==> src/rtl/activation_engine.sv <==
// Streaming hard-activation unit: read word, apply activation, write result, 3 cycles/element.
// Optional macro ACT_LEAKY_RELU_EN makes opcode 0x4D (leaky ReLU) legal and builds its datapath.
module activation_engine #(
  parameter int ADDR_WIDTH = 12,
  parameter int DATA_WIDTH = 32,
  parameter int FRAC_BITS  = 16,
  parameter int LEN_WIDTH  = 8
) (
  input  logic                  clk,
  input  logic                  rst,
  input  logic                  start,
  input  logic [6:0]            opcode,
  input  logic [ADDR_WIDTH-1:0] src_addr,
  input  logic [ADDR_WIDTH-1:0] dst_addr,
  input  logic [LEN_WIDTH-1:0]  length,
  output logic                  mem_rd_en,
  output logic [ADDR_WIDTH-1:0] mem_rd_addr,
  input  logic [DATA_WIDTH-1:0] mem_rd_data,
  output logic                  mem_wr_en,
  output logic [ADDR_WIDTH-1:0] mem_wr_addr,
  output logic [DATA_WIDTH-1:0] mem_wr_data,
  output logic                  busy,
  output logic                  done,
  output logic                  error
);

  typedef enum logic [2:0] {S_IDLE, S_READ, S_CALC, S_WRITE, S_DONE} state_t;

  localparam logic [6:0] OP_SIGMOID = 7'h4A;
  localparam logic [6:0] OP_TANH    = 7'h4B;
  localparam logic [6:0] OP_RELU    = 7'h4C;
  localparam logic [6:0] OP_LEAKY   = 7'h4D;

  localparam logic signed [DATA_WIDTH-1:0] ONE_C  = DATA_WIDTH'(1) << FRAC_BITS;
  localparam logic signed [DATA_WIDTH-1:0] TWO_C  = ONE_C <<< 1;
  localparam logic signed [DATA_WIDTH-1:0] HALF_C = ONE_C >>> 1;

  function automatic logic op_legal(input logic [6:0] op);
    logic ok;
    ok = (op == OP_SIGMOID) || (op == OP_TANH) || (op == OP_RELU);
`ifdef ACT_LEAKY_RELU_EN
    ok = ok || (op == OP_LEAKY);
`endif
    return ok;
  endfunction

  // Every branch stays within [-ONE, ONE] or is the input itself, so no overflow path exists.
  function automatic logic signed [DATA_WIDTH-1:0] act_fn(input logic [6:0] op,
                                                          input logic signed [DATA_WIDTH-1:0] x);
    logic signed [DATA_WIDTH-1:0] r;
    r = '0;
    case (op)
      OP_SIGMOID: begin
        if (x >= TWO_C)       r = ONE_C;
        else if (x <= -TWO_C) r = '0;
        else                  r = HALF_C + (x >>> 2);
      end
      OP_TANH: begin
        if (x > ONE_C)       r = ONE_C;
        else if (x < -ONE_C) r = -ONE_C;
        else                 r = x;
      end
      OP_RELU: r = (x < 0) ? '0 : x;
`ifdef ACT_LEAKY_RELU_EN
      OP_LEAKY: r = (x < 0) ? (x >>> 3) : x;
`endif
      default: r = '0;
    endcase
    return r;
  endfunction

  state_t                       state_q, state_d;
  logic [6:0]                   op_q, op_d;
  logic [ADDR_WIDTH-1:0]        src_q, src_d, dst_q, dst_d;
  logic [LEN_WIDTH-1:0]         len_q, len_d, idx_q, idx_d;
  logic signed [DATA_WIDTH-1:0] res_q, res_d;
  logic                         err_q, err_d;

  always_ff @(posedge clk or posedge rst) begin
    if (rst) begin
      state_q <= S_IDLE;
      op_q    <= '0;
      src_q   <= '0;
      dst_q   <= '0;
      len_q   <= '0;
      idx_q   <= '0;
      res_q   <= '0;
      err_q   <= 1'b0;
    end else begin
      state_q <= state_d;
      op_q    <= op_d;
      src_q   <= src_d;
      dst_q   <= dst_d;
      len_q   <= len_d;
      idx_q   <= idx_d;
      res_q   <= res_d;
      err_q   <= err_d;
    end
  end

  always_comb begin
    state_d     = state_q;
    op_d        = op_q;
    src_d       = src_q;
    dst_d       = dst_q;
    len_d       = len_q;
    idx_d       = idx_q;
    res_d       = res_q;
    err_d       = err_q;
    mem_rd_en   = 1'b0;
    mem_rd_addr = '0;
    mem_wr_en   = 1'b0;
    mem_wr_addr = '0;
    mem_wr_data = '0;
    done        = 1'b0;
    error       = 1'b0;
    busy        = (state_q != S_IDLE);
    case (state_q)
      S_IDLE: begin
        if (start) begin
          op_d  = opcode;
          src_d = src_addr;
          dst_d = dst_addr;
          len_d = length;
          idx_d = '0;
          err_d = !op_legal(opcode);
          state_d = (op_legal(opcode) && (length != '0)) ? S_READ : S_DONE;
        end
      end
      S_READ: begin
        mem_rd_en   = 1'b1;
        mem_rd_addr = src_q + ADDR_WIDTH'(idx_q);
        state_d     = S_CALC;
      end
      S_CALC: begin
        res_d   = act_fn(op_q, mem_rd_data);
        state_d = S_WRITE;
      end
      S_WRITE: begin
        mem_wr_en   = 1'b1;
        mem_wr_addr = dst_q + ADDR_WIDTH'(idx_q);
        mem_wr_data = res_q;
        idx_d       = idx_q + LEN_WIDTH'(1);
        state_d     = (idx_q == len_q - LEN_WIDTH'(1)) ? S_DONE : S_READ;
      end
      S_DONE: begin
        done    = 1'b1;
        error   = err_q;
        err_d   = 1'b0;
        state_d = S_IDLE;
      end
      default: state_d = S_IDLE;
    endcase
  end

endmodule

==> config.mk <==
export PLATFORM = sky130hd
export DESIGN_NAME = activation_engine
export DESIGN_NICKNAME = d
export VERILOG_FILES = /design/src/rtl/activation_engine.sv
export SDC_FILE = /design/constraint.sdc
export NUM_CORES = 1
export LEC_CHECK = 0
export ABC_AREA = 1
export CAP_MARGIN = 20
export CORE_ASPECT_RATIO = 2
export CORE_MARGIN = 10
export CORE_UTILIZATION = 47
export CTS_CLUSTER_SIZE = 24
export DETAILED_ROUTE_END_ITERATION = 16
export GPL_ROUTABILITY_DRIVEN = 0
export MAX_ROUTING_LAYER = met4
export PLACE_DENSITY = 0.81
export SYNTH_ARGS = -nofsm -noshare
export SYNTH_HDL_FRONTEND = slang
export SYNTH_SLANG_ARGS = --single-unit
==> constraint.sdc <==
create_clock -name clk -period 2.9 [get_ports clk]
set_input_delay 0.87 -clock clk [delete_from_list [all_inputs] [get_ports clk]]
set_output_delay 0.87 -clock clk [all_outputs]
set_load 0.03 [all_outputs]
==> results of run 1 <==
## worst max path at each step
stage	startpoint	to	slack (ns)	cells past startpoint
after floorplan	idx_q[0]	mem_rd_addr[10]	0.003	9
after detailed placement	mem_rd_data[17]	res_q[21]	-0.12	14
after CTS	idx_q[0]	mem_rd_addr[10]	-0.13	10
final	idx_q[0]	mem_wr_addr[8]	-0.17	10
after global routing	idx_q[0]	mem_wr_addr[10]	-0.29	10
after global placement	mem_rd_data[17]	res_q[16]	-0.10	13
## per-stage QoR
step	power, mW	hold slack (ns)
floorplan	3.35	0.439
global placement	4.02	0.455
detailed placement	4.11	0.466
CTS	5.46	0.483
global route	6.03	0.499
finish	5.66	0.482
## final cells by class
| class | instances | area [um^2] | area share |
|---|---|---|---|
| clock buffer | 12 | 236 | 0.0264 |
| timing repair buffer | 209 | 2240 | 0.250 |
| sequential | 83 | 2090 | 0.233 |
| antenna | 2 | 5.00 | 0.000559 |
| inverter | 117 | 447 | 0.0499 |
| tap | 150 | 188 | 0.0210 |
| clock inverter | 4 | 51.3 | 0.00573 |
| multi-input combinational | 692 | 3700 | 0.413 |
## kinds of logic after synthesis
kind of cell / synth area share
XOR/XNOR: 0.0234
adder cells (fa/ha/maj): 0.0484
flip-flops: 0.347
buffers and inverters: 0.102
AO/OA/AOI/OAI: 0.0743
AND/OR/NAND/NOR: 0.405
## layer usage
| metal | up-vias | share of wire | wire length (um) | global-route usage |
|---|---|---|---|---|
| met2 | 302 | 0.56 | 12400 | 0.455 |
| met5 | - | 0 | 0 | - |
| met3 | 120 | 0.052 | 1140 | 0.0380 |
| met4 | 0 | 0.065 | 1440 | 0.143 |
| met1 | 3275 | 0.32 | 7030 | 0.212 |
| li1 | 3325 | - | - | - |
## sequential cells by signal, summed over array words and instances, names as in the netlist
name / count
src_q: 12
op_q: 7
err_q: 1
res_q: 32
dst_q: 12
len_q: 8
idx_q: 8
state_q: 3
## cells in the final DEF (no fill, tap or decap), drive strengths merged
cell and instances:
nand4 30, diode 2, xor2 11, nand2 281, nor2 141, clkbuf 13, fa 2, bufinv 1
dfrtp 83, a31oi 2, clkinv 2, dlymetal6s2s 2, o21ai 44, nand3 104, ha 20, o211ai 4
inv 115, clkinvlp 3, o22ai 4, nor3b 1, o2111ai 2, buf 130, a21oi 28, xnor2 5
clkdlybuf4s50 76, or2 3, nand3b 1, nor4 2, nor3 7
## repair_timing
action                     4_1_cts  5_1_grt
pin swaps                        5       20
gates resized for setup         51       46
buffers inserted                 7       10
setup endpoints to repair       19       39
## power by group through the flow
stage / Sequential, mW / Clock [mW] / Combinational, mW
global placement: 1.95 / 0 / 2.07
CTS: 2.00 / 1.16 / 2.31
finish: 2.02 / 1.15 / 2.49
detailed placement: 1.97 / 0 / 2.14
global route: 2.07 / 1.20 / 2.76
floorplan: 1.88 / 0 / 1.47
## critical path, delay by kind of cell, from the launching register on
family | cells | cell delay [ns]
simple gates | 6 | 0.60
fa+ha+maj | 2 | 0.56
compound gates | 1 | 0.13
flops | 1 | 0.43
buf+inv | 1 | 0.13
==> impl_metrics.json, run 1 <==
{
  "seqPwrFrac": 0.358,
  "hold_violations": 0,
  "slowest_stage": "dfrtp_1",
  "setup_viol": 11,
  "switchingPower_mw": 2.39,
  "synth_cell_type_count": 34,
  "grt_setup_unrepaired": "yes",
  "synth_flop_cell": "dfrtp_1",
  "syn_nets": 1021,
  "clkTransAtPathRegs_ns": 0.06,
  "clock-sinks": 83,
  "clock_path_buffers": 2,
  "cts_made_buffers": 9,
  "setup_ws_ns": -0.169,
  "fmax_ghz": 0.326,
  "fin_cells": 1269,
  "drt-total-wl_mm": 22.0,
  "io_pins": 135,
  "cap_violations": 0,
  "start_util": 0.477,
  "avgRoutedWirePerCell_um": 17.3,
  "layout-drive-gt1-share": 0.214,
  "p_sw_frac": 0.423,
  "synth_top_area_cell": "dfrtp_1",
  "endpoint_kind": "output pin",
  "status": "finished with violations",
  "p_per_area_nw_per_um2": 632,
  "die-area_um2": 17900,
  "p_comb_frac": 0.440,
  "grt_pass1_vias": 7020,
  "ant_nets": 0,
  "power.leakage_nw": 4.30,
  "setup.worst_path.start_class": "flop",
  "critPathKind": "flop to output pin",
  "worstPathCellList": "ha_2, fa_2, nand3_2, nand2_2, nand4_1, o211ai_1, nand2_1, nand2_1, nor2_4, buf_12",
  "synth_most_common_cell": "nand2_1",
  "htreeDepth": 3,
  "coreArea_um2": 12600,
  "slew_headroom": 0.485,
  "placed_area_um2": 8130,
  "post-dp-hpwl_mm": 16.1,
  "violations": "negative setup slack",
  "grt_pass1_wl_mm": 34.4,
  "grt_use_total": 0.241,
  "avgSynthCellArea_um2": 6.48,
  "gr-total-overflow": 0,
  "antenna_found_initial": 2,
  "synth_top_area_frac": 0.347,
  "synthTopCellsByArea": "dfrtp_1, nand2_1, nand3_1",
  "die_h_um": 180,
  "required_ns": 2.03,
  "rr_worst_depth": 7,
  "grt_max_degree": 44,
  "synthToLayoutAreaGrowth_pct": 49.4,
  "io_buffer_count": 134,
  "slew_viol_final": 0,
  "synthesis.area_um2": 5990,
  "fin_crit_ns": 3.07,
  "die_w_um": 99.9,
  "fillers": 995,
  "cp_common_cell": "nand2_1",
  "period_share": 1.06,
  "synth-edff-count": 0,
  "min_to": "res_q[9]",
  "critPathMaxStageDelay_ns": 0.43,
  "dp_cells": 1234,
  "min_path_cells": 2,
  "synthArstFlopShare": 1.00,
  "pre_cts_ws_ns": -0.122,
  "cts-root-buf": "clkbuf_16",
  "arrival_ns": 2.20,
  "path_max_fanout": 3,
  "timing.rr.end": "res_q[28]",
  "p_clk_frac": 0.203,
  "vias_per_cell": 5.53,
  "worst_slew_pin_slew_ns": 0.772,
  "reg2reg_slack_ns": 0.79,
  "ys_seq_area_frac": 0.347,
  "setup-tns-final_ns": -1.13,
  "hp-start": "res_q[9]",
  "utilization": 0.713,
  "drc": 0,
  "tritoncts": "yes",
  "synth_seq_cells": 83,
  "firstDrtPassIters": 5,
  "ys_warn_count": 0,
  "vias": 7022,
  "skew_ns": 0.00901,
  "worstReg2RegStart": "op_q[4]",
  "intPower_mw": 3.27,
  "nets": 1208,
  "hold_buffers": 0,
  "drtIter0Drc": 323,
  "vdd_drop_max_v": 0.000404,
  "rows": 58,
  "synthTopCellsByCount": "nand2_1, nor2_1, inv_1, nand3_1, dfrtp_1",
  "syn_inst": 925,
  "insertion_delay_ns": 0.34,
  "min_path_type": "flop to flop",
  "finalInstanceArea_um2": 8950
}
No activity file was read; power rests on OpenSTA's default activity.
==> run 2, diff against run 1 <==
CORE_UTILIZATION = 35   (was 47)
PLACE_DENSITY = 0.62   (was 0.81)
clock period = 2.84 ns   (was 2.9 ns; I/O delays follow)
==> run 2 against run 1 <==
Effect of this change:
- sequential share of layout area decreased by 0.22 points
- clock skew about the same
- setup slack better by 0.0095 ns
- sequential cell count did not move
- die area increased by 29%
- the run still ends with negative setup slack left
- critical endpoint is now mem_wr_addr[6]
- highest routed layer unchanged
- critical path type unchanged
==> impl_metrics.json, run 2 (synthesis gave the netlist of run 1 again) <==
{
  "setup-tns-final_ns": -1.10,
  "die-area_um2": 23100,
  "p_per_area_nw_per_um2": 656,
  "die_w_um": 113,
  "worstPathCellList": "ha_2, fa_2, nand3_2, nand2_2, nand2_1, nand2_1, a21oi_2, xor2_1, nor2_1, buf_4",
  "worst_slew_pin_slew_ns": 0.547,
  "clock_path_buffers": 2,
  "violations": "negative setup slack",
  "final_common_cell": "nand2_1",
  "insertion_delay_ns": 0.35,
  "final_cell_mix": "nand2_1, nor2_1, inv_1",
  "avgRoutedWirePerCell_um": 17.0,
  "arrival_ns": 2.15,
  "placed_area_um2": 8100,
  "cp_common_cell": "nand2_1",
  "antenna_found_initial": 0,
  "fmax_ghz": 0.333,
  "slew_viol_final": 0,
  "fin_cells": 1315,
  "rows": 67,
  "tritoncts": "yes",
  "endpoint_kind": "output pin",
  "dp_cells": 1284,
  "largest_reg_flops": 32,
  "slew_headroom": 0.635,
  "post-dp-hpwl_mm": 16.6,
  "antennaDiodeCount": 0,
  "firstDrtPassIters": 5,
  "slowest_stage": "dfrtp_2",
  "critPathKind": "flop to output pin",
  "cap_violations": 0,
  "synthToLayoutAreaGrowth_pct": 50.8,
  "setup_ws_ns": -0.159,
  "nets": 1199,
  "htreeDepth": 3,
  "cts-root-buf": "clkbuf_16",
  "path_max_fanout": 3,
  "vias": 6655,
  "critPathMaxStageDelay_ns": 0.45,
  "start_util": 0.357,
  "drc": 0,
  "path_delay_family": "adder cells",
  "pre_cts_ws_ns": -0.166,
  "setup.worst_path.start_class": "flop",
  "drt-total-wl_mm": 22.3,
  "coreArea_um2": 16800,
  "grt_max_degree": 84,
  "power.leakage_nw": 4.26,
  "period_share": 1.06,
  "skew_ns": 0.00904,
  "ant_nets": 0,
  "min_path_type": "flop to flop",
  "hold_violations": 0,
  "required_ns": 1.99,
  "reg_top3": "res_q (32), dst_q (12), src_q (12)",
  "finalInstanceArea_um2": 9040,
  "clkTransAtPathRegs_ns": 0.06,
  "critPathBufInv": 1,
  "grt_pass1_vias": 6823,
  "clock-sinks": 83,
  "grt_use_total": 0.193,
  "io_pins": 135,
  "io_buffer_count": 134,
  "grt_setup_unrepaired": "yes",
  "gr-total-overflow": 0,
  "vdd_drop_max_v": 0.000287,
  "die_h_um": 205,
  "largest-register": "res_q",
  "grt_pass1_wl_mm": 34.8,
  "layout-drive-gt1-share": 0.210,
  "status": "finished with violations",
  "vias_per_cell": 5.06,
  "cts_made_buffers": 9,
  "drtIter0Drc": 279,
  "setup_viol": 13,
  "fin_crit_ns": 3.00
}
run 2: what timing repair did:
item                       4_1_cts  5_1_grt
setup endpoints to repair       15       46
hold buffers                     0        0
setup buffers                    9        6
resized for setup               55       51
pin swaps                       14       31
run 2: per-stage QoR:
stage | hold slack, ns | utilization | power, mW
after floorplan | 0.439 | - | 3.42
after global placement | 0.462 | 0.483 | 4.18
after detailed placement | 0.465 | 0.483 | 4.23
after CTS | 0.482 | 0.523 | 5.76
after global routing | 0.501 | 0.539 | 6.37
final | 0.474 | 0.539 | 5.93
run 2: worst min-delay path: cells and delay by family, from the launching register on:
kind | cells | cell delay, ns
AND/OR/NAND/NOR | 2 | 0.10
flip-flops | 1 | 0.34
run 2: worst paths after layout:
path / start / endpoint / slack, ns / cells past startpoint
min in group asynchronous: rst / dst_q[2] / 0.95 / 3
worst max-delay path: idx_q[0] / mem_wr_addr[6] / -0.16 / 10
worst min-delay path: res_q[0] / res_q[0] / 0.47 / 2
max in group asynchronous: rst / res_q[11] / 1.46 / 3
worst max register to register: op_q[4] / res_q[13] / 0.86 / 8
worst min register to register: res_q[0] / res_q[0] / 0.47 / 2
run 2: report_power, final:
group	switching, mW	internal, mW
clock network	0.511	0.800
registers	0.407	1.65
logic	1.52	1.05
run 2: routing by layer:
layer  vias to the layer above  GRT usage  part of all wire
met3                        63     0.0264             0.039
met4                         0      0.103             0.047
met2                       199      0.380              0.59
met1                      3089      0.168              0.32
met5                         -          -                 0
li1                       3304          -                 -
run 2: final cells by class:
cell class                      instances  area [um^2]
Inverter                              117          443
Multi-Input combinational cell        692         3780
Timing Repair Buffer                  200         2150
Clock buffer                           11          243
Tap cell                              207          259
Sequential cell                        83         2090
Fill cell                            1640         7730
Clock inverter                          5         85.1
